==> src/rtl/i2s_sample_rx_pkg.sv <==
// ----------------------------------------------------------------------------
// i2s_sample_rx_pkg
// Shared audio definitions used by the I2S receiver and the effects pipeline:
//   - DEFAULT_SAMPLE_WIDTH : default width of one audio sample (16)
//   - ST_* constants       : receiver state encodings (legacy-compatible)
//   - rx_state_e           : receiver state type built on the ST_* encodings
//   - slot_level()         : lrclk level that selects a given channel
// ----------------------------------------------------------------------------
package i2s_sample_rx_pkg;

    localparam int DEFAULT_SAMPLE_WIDTH = 16;

    localparam logic [1:0] ST_IDLE  = 2'd0;
    localparam logic [1:0] ST_ARM   = 2'd1;
    localparam logic [1:0] ST_SHIFT = 2'd2;
    localparam logic [1:0] ST_DONE  = 2'd3;

    typedef enum logic [1:0] {
        IDLE  = ST_IDLE,
        ARM   = ST_ARM,
        SHIFT = ST_SHIFT,
        DONE  = ST_DONE
    } rx_state_e;

    // Left slot is lrclk low, right slot is lrclk high.
    function automatic logic slot_level(input int channel);
        return (channel != 0);
    endfunction

endpackage

==> src/rtl/i2s_sample_rx_sync2.sv <==
// ----------------------------------------------------------------------------
// sync2
// Two-flop synchronizer for a single asynchronous input bit.
//   clk   : destination clock
//   rst_n : asynchronous active-low reset, clears both flops
//   d     : asynchronous input
//   q     : synchronized output (2 clk latency)
// ----------------------------------------------------------------------------
module sync2 (
    input  logic clk,
    input  logic rst_n,
    input  logic d,
    output logic q
);

    logic meta;

    always_ff @(posedge clk or negedge rst_n) begin
        if (!rst_n) begin
            meta <= 1'b0;
            q    <= 1'b0;
        end else begin
            meta <= d;
            q    <= meta;
        end
    end

endmodule

==> src/rtl/i2s_sample_rx.sv <==
// ----------------------------------------------------------------------------
// i2s_sample_rx
// Captures one channel of an I2S stream into parallel two's-complement
// samples, oversampling bclk/lrclk/sdata with the system clock.
//
// Parameters
//   SAMPLE_WIDTH : bits captured per sample (MSB first)
//   CHANNEL      : 0 = left slot (lrclk low), 1 = right slot (lrclk high)
// Ports
//   clk          : system clock, at least 4x bclk
//   rst_n        : asynchronous active-low reset
//   bclk         : I2S bit clock (asynchronous)
//   lrclk        : I2S word select (asynchronous)
//   sdata        : I2S serial data (asynchronous)
//   sample       : last complete sample, held between updates
//   sample_valid : one-clk pulse when sample updates
//   frame_error  : one-clk pulse when the slot ends before a full word
//
// State   | meaning
// --------+------------------------------------------------------------------
// IDLE    | not aligned; wait for lrclk to move to the channel level
// ARM     | slot start seen; the delay bit was on that rise, clear counter
// SHIFT   | shifting sdata in on each bclk rise
// DONE    | word captured; ignore slot padding until the next slot start
// ----------------------------------------------------------------------------
module i2s_sample_rx
    import i2s_sample_rx_pkg::*;
#(
    parameter int SAMPLE_WIDTH = DEFAULT_SAMPLE_WIDTH,
    parameter int CHANNEL      = 0
) (
    input  logic                    clk,
    input  logic                    rst_n,
    input  logic                    bclk,
    input  logic                    lrclk,
    input  logic                    sdata,
    output logic [SAMPLE_WIDTH-1:0] sample,
    output logic                    sample_valid,
    output logic                    frame_error
);

    localparam int               CNT_W    = $clog2(SAMPLE_WIDTH + 1);
    localparam logic             SLOT_LVL = slot_level(CHANNEL);
    localparam logic [CNT_W-1:0] LAST_BIT = CNT_W'(SAMPLE_WIDTH - 1);

    logic                    bclk_s;
    logic                    lrclk_s;
    logic                    sdata_s;
    logic                    bclk_prev;
    logic                    lrclk_prev;
    logic                    lr_primed;
    logic                    load_pend;
    rx_state_e               state;
    logic [SAMPLE_WIDTH-1:0] shift_q;
    logic [CNT_W-1:0]        bit_cnt;

    logic                    rise;
    logic                    in_slot;
    logic                    slot_start;
    logic [SAMPLE_WIDTH-1:0] shift_next;

    sync2 u_sync_bclk  (.clk(clk), .rst_n(rst_n), .d(bclk),  .q(bclk_s));
    sync2 u_sync_lrclk (.clk(clk), .rst_n(rst_n), .d(lrclk), .q(lrclk_s));
    sync2 u_sync_sdata (.clk(clk), .rst_n(rst_n), .d(sdata), .q(sdata_s));

    assign rise       = bclk_s & ~bclk_prev;
    assign in_slot    = (lrclk_s == SLOT_LVL);
    // lrclk_prev means nothing until one rise has loaded it after reset;
    // without lr_primed a reset released mid-slot could look like a slot start.
    assign slot_start = rise & lr_primed & in_slot & (lrclk_prev != SLOT_LVL);
    assign shift_next = {shift_q[SAMPLE_WIDTH-2:0], sdata_s};

    always_ff @(posedge clk or negedge rst_n) begin
        if (!rst_n) begin
            bclk_prev    <= 1'b0;
            lrclk_prev   <= 1'b0;
            lr_primed    <= 1'b0;
            load_pend    <= 1'b0;
            state        <= IDLE;
            shift_q      <= '0;
            bit_cnt      <= '0;
            sample       <= '0;
            sample_valid <= 1'b0;
            frame_error  <= 1'b0;
        end else begin
            bclk_prev    <= bclk_s;
            sample_valid <= 1'b0;
            frame_error  <= 1'b0;
            load_pend    <= 1'b0;

            if (rise) begin
                lrclk_prev <= lrclk_s;
                lr_primed  <= 1'b1;
            end

            // Publish the finished word on the clk after its last bit.
            if (load_pend) begin
                sample       <= shift_q;
                sample_valid <= 1'b1;
            end

            case (state)
                IDLE: begin
                    if (slot_start) begin
                        state <= ARM;
                    end
                end

                // The rise that showed the new lrclk level carried the
                // previous word's LSB (the I2S one-bit delay), so ARM only
                // clears the datapath; the next rise carries the MSB.
                ARM: begin
                    state   <= SHIFT;
                    bit_cnt <= '0;
                    shift_q <= '0;
                end

                // The final bit of a full-width slot arrives on the rise
                // where lrclk has already moved on, so completion is tested
                // before the slot-ended check.
                SHIFT: begin
                    if (rise) begin
                        if (bit_cnt == LAST_BIT) begin
                            shift_q   <= shift_next;
                            bit_cnt   <= bit_cnt + 1'b1;
                            load_pend <= 1'b1;
                            state     <= DONE;
                        end else if (!in_slot) begin
                            frame_error <= 1'b1;
                            state       <= IDLE;
                        end else if (slot_start) begin
                            state <= ARM;
                        end else begin
                            shift_q <= shift_next;
                            bit_cnt <= bit_cnt + 1'b1;
                        end
                    end
                end

                DONE: begin
                    if (slot_start) begin
                        state <= ARM;
                    end
                end

                default: state <= IDLE;
            endcase
        end
    end

endmodule

==> config.mk <==
export PLATFORM = sky130hd
export DESIGN_NAME = i2s_sample_rx
export DESIGN_NICKNAME = d
export VERILOG_FILES = /design/src/rtl/i2s_sample_rx_pkg.sv /design/src/rtl/i2s_sample_rx_sync2.sv /design/src/rtl/i2s_sample_rx.sv
export SDC_FILE = /design/constraint.sdc
export NUM_CORES = 1
export LEC_CHECK = 0
export BUFFER_PORTS_ARGS = -buffer_cell sky130_fd_sc_hd__clkbuf_2
export CAP_MARGIN = 0
export CORE_MARGIN = 5
export CORE_UTILIZATION = 58
export DETAILED_ROUTE_END_ITERATION = 16
export GPL_TIMING_DRIVEN = 0
export PLACE_DENSITY_LB_ADDON = 0.08
export SYNTH_ARGS = -nofsm -noshare
export SYNTH_HDL_FRONTEND = slang
export SYNTH_SLANG_ARGS = --single-unit
==> constraint.sdc <==
create_clock -name clk -period 2.4 [get_ports clk]
set_input_delay 0.24 -clock clk [delete_from_list [all_inputs] [get_ports clk]]
set_output_delay 0.24 -clock clk [all_outputs]
set_load 0.02 [all_outputs]
==> impl_metrics.env <==
export IMPL_layout_min_cycle_time_ps=1980
export IMPL_synth_top_area_share=0.541
export IMPL_gr_max_usage_layer="met2"
export IMPL_io_pin_count=23
export IMPL_synth_cell_types=37
export IMPL_drive_above_1_share=0.169
export IMPL_final_setup_tns_ps=0
export IMPL_grt_max_degree=52
export IMPL_post_drt_wl_per_cell_um=16.0
export IMPL_async_flop_share=1.00
export IMPL_setup_viol=0
export IMPL_p_int_uw=1250
export IMPL_yosysWarnings=0
export IMPL_io_buffers=22
export IMPL_antenna_cells=0
export IMPL_ys_ff_latch=51
export IMPL_min_period_over_period=0.823
export IMPL_worstSetupStartpointType="flop"
export IMPL_p_sw_frac=0.322
export IMPL_worst_pin_slew_ps=504
export IMPL_skew_ps=6.11
export IMPL_power_switching_uw=591
export IMPL_synth_area_leader_cell="dfrtp_1"
export IMPL_synth_most_common_cell="dfrtp_1"
export IMPL_maxSlewHeadroom=0.663
export IMPL_crit_path_end_kind="flop"
export IMPL_hold_violations=0
export IMPL_viasPerCell=5.98
export IMPL_cts_htree_levels=2
export IMPL_use_met2=0.295
export IMPL_fmaxAchievable_ghz=0.506
export IMPL_root_buffer="clkbuf_8"
export IMPL_comb_power_share=0.256
export IMPL_syn_nets=215
export IMPL_crit_arrival_ps=2140
export IMPL_ys_top_cells_by_count="dfrtp_1 (51), nand2_1 (41), o211ai_1 (19)"
export IMPL_syn_cell_area_um2=2360
export IMPL_cp_required_ps=2560
export IMPL_maxCapViolCount=0
export IMPL_path_class="reg -> reg"
export IMPL_placed_cell_area_um2=2530
export IMPL_drt_pass1_iter_count=4
export IMPL_grt_antenna_before_repair=0
export IMPL_rows=23
export IMPL_slew_viol_final=0
export IMPL_cts_tree="done"
export IMPL_seqPwrFrac=0.506
export IMPL_irDropWorstVdd_uv=518
export IMPL_cts_buffers=5
export IMPL_nNetsFinal=246
export IMPL_areaGrowthSynthToFinish_pct=11.7
export IMPL_cts_resized=0
export IMPL_status="finished clean"
export IMPL_gp_congestion=0.862
export IMPL_grt_pass1_wl_um=8140
export IMPL_first_global_vias=1718
export IMPL_clkPwrFrac=0.237
export IMPL_whs_ps=47.6
export IMPL_fp_dieArea_um2=5450
export IMPL_die_x_um=73.8
export IMPL_synth_main_ff_cell="dfrtp_1"
export IMPL_fp_dieH_um=73.8
export IMPL_synth_edf_count=0
export IMPL_dp_hpwl_um=3230
export IMPL_hold_class="in -> reg"
export IMPL_rsz0062_at_grt="false"
export IMPL_crit_path_max_fanout=10
export IMPL_drt_wl_total_um=4560
export IMPL_drcViolationCount=0
export IMPL_met1_usage=0.277
export IMPL_clockBufferDepth=2
export IMPL_syn_inst=206
export IMPL_synth_area_leaders="dfrtp_1 (54%), mux2_1 (7.6%), o2111ai_1 (6.7%), nand2_1 (6.5%), o211ai_1 (6.0%)"
export IMPL_power_density_nw_per_um2=697
export IMPL_avgSynthCellArea_um2=11.5
export IMPL_clk_pin_slew_ps=80
export IMPL_cts_sinks=51
export IMPL_initial_utilization=0.595
export IMPL_ys_seq_area_frac=0.541
export IMPL_gr_usage_met3=0.0465
export IMPL_drt_iter0_drc=124
export IMPL_core_um2=3970
export IMPL_drtAntennaViolNets=0
export IMPL_fin_area_um2=2640
export IMPL_grt_total_usage=0.197
export IMPL_leakage_uw=0.00119
export IMPL_via_count=1709
export IMPL_clk_latency_ps=300
export IMPL_grt_overflow_total=0
[cell type report]
class                      instances  area, um^2
buffer                            16         101
clock buffer                       6        72.6
fill                             312        1340
inverter                           7        26.3
multi-input combinational        132         957
sequential                        51        1280
tap                               50        62.6
timing repair buffer              24         140
[registers in the layout, summed over array words and instances (netlist names), 2 cells and up]
register,flops
shift_q,16
state,2
bit_cnt,5
sample,16
[final timing paths]
check                             startpoint           endpoint  slack [ps]  depth (start not counted)
min                                    lrclk  u_sync_lrclk.meta          50                          1
min reg2reg                u_sync_lrclk.meta     u_sync_lrclk.q         360                          0
min in group asynchronous              rst_n          sample[8]         340                          2
max in group asynchronous              rst_n        shift_q[12]        1580                          3
max                               bit_cnt[0]        shift_q[15]         420                          7
max reg2reg                       bit_cnt[0]        shift_q[15]         420                          7
[power groups by stage]
stage | Clock, uW | Combinational [uW] | Sequential, uW
after floorplan | 0 | 338 | 939
after global placement | 0 | 448 | 944
after detailed placement | 0 | 463 | 947
after CTS | 457 | 464 | 929
after global routing | 486 | 521 | 935
final | 436 | 471 | 930
[cells in the final DEF (no fill, tap or decap), types with 2 or more instances in the layout]
master         netlist  routed
clkbuf_8             0       5
dlygate4sd1_1        2       2
nand2_1             41      41
clkbuf_2             0      21
o211ai_1            19      19
mux2_1              16      16
nand2b_1             2       2
o311ai_1             3       3
clkbuf_1             6       7
ha_1                 4       4
buf_2                4       5
o2111ai_1           18      18
dfrtp_1             51      51
a21o_1               3       3
a21oi_1              4       4
inv_1                7       7
nor3_1               2       2
buf_6                3       3
[routing by layer]
metal | share of wire | wire length (um) | vias to the layer above
li1 | - | - | 824
met1 | 0.47 | 2150 | 834
met2 | 0.46 | 2120 | 46
met3 | 0.050 | 228 | 5
met4 | 0.014 | 65 | 0
met5 | 0 | 0 | -
[timing repair]
action	CTS	global route
hold endpoints to repair	0	9
hold buffers	0	1
setup endpoints to repair	0	0
buffers inserted	0	0
[critical path: stages, from the launching register on]
cell and delay (ps):
dfrtp_1 430, ha_1 190, and3_1 160, ha_1 300, inv_1 160, a21oi_4 290
buf_6 190, o211ai_1 110
[cell families (layout without fill, tap and decap cells)]
group                    count (synthesis)  after routing  share of synthesized area
AO/OA/AOI/OAI                           56             56                      0.192
AND/OR/NAND/NOR                         56             56                      0.116
flip-flops                              51             51                      0.541
buffers and inverters                   23             53                     0.0541
multiplexers                            16             16                     0.0763
adder cells (fa/ha/maj)                  4              4                     0.0212
[metrics by stage]
step                utilization  power (uW)  setup slack, ps  instances
finish                    0.664        1840              425        286
global route              0.664        1940              304        286
CTS                       0.656        1850              435        284
detailed placement        0.638        1410              467        278
global placement          0.638        1390              497        278
floorplan                     -        1280              740        206
Power figures use the tool's default switching activity.
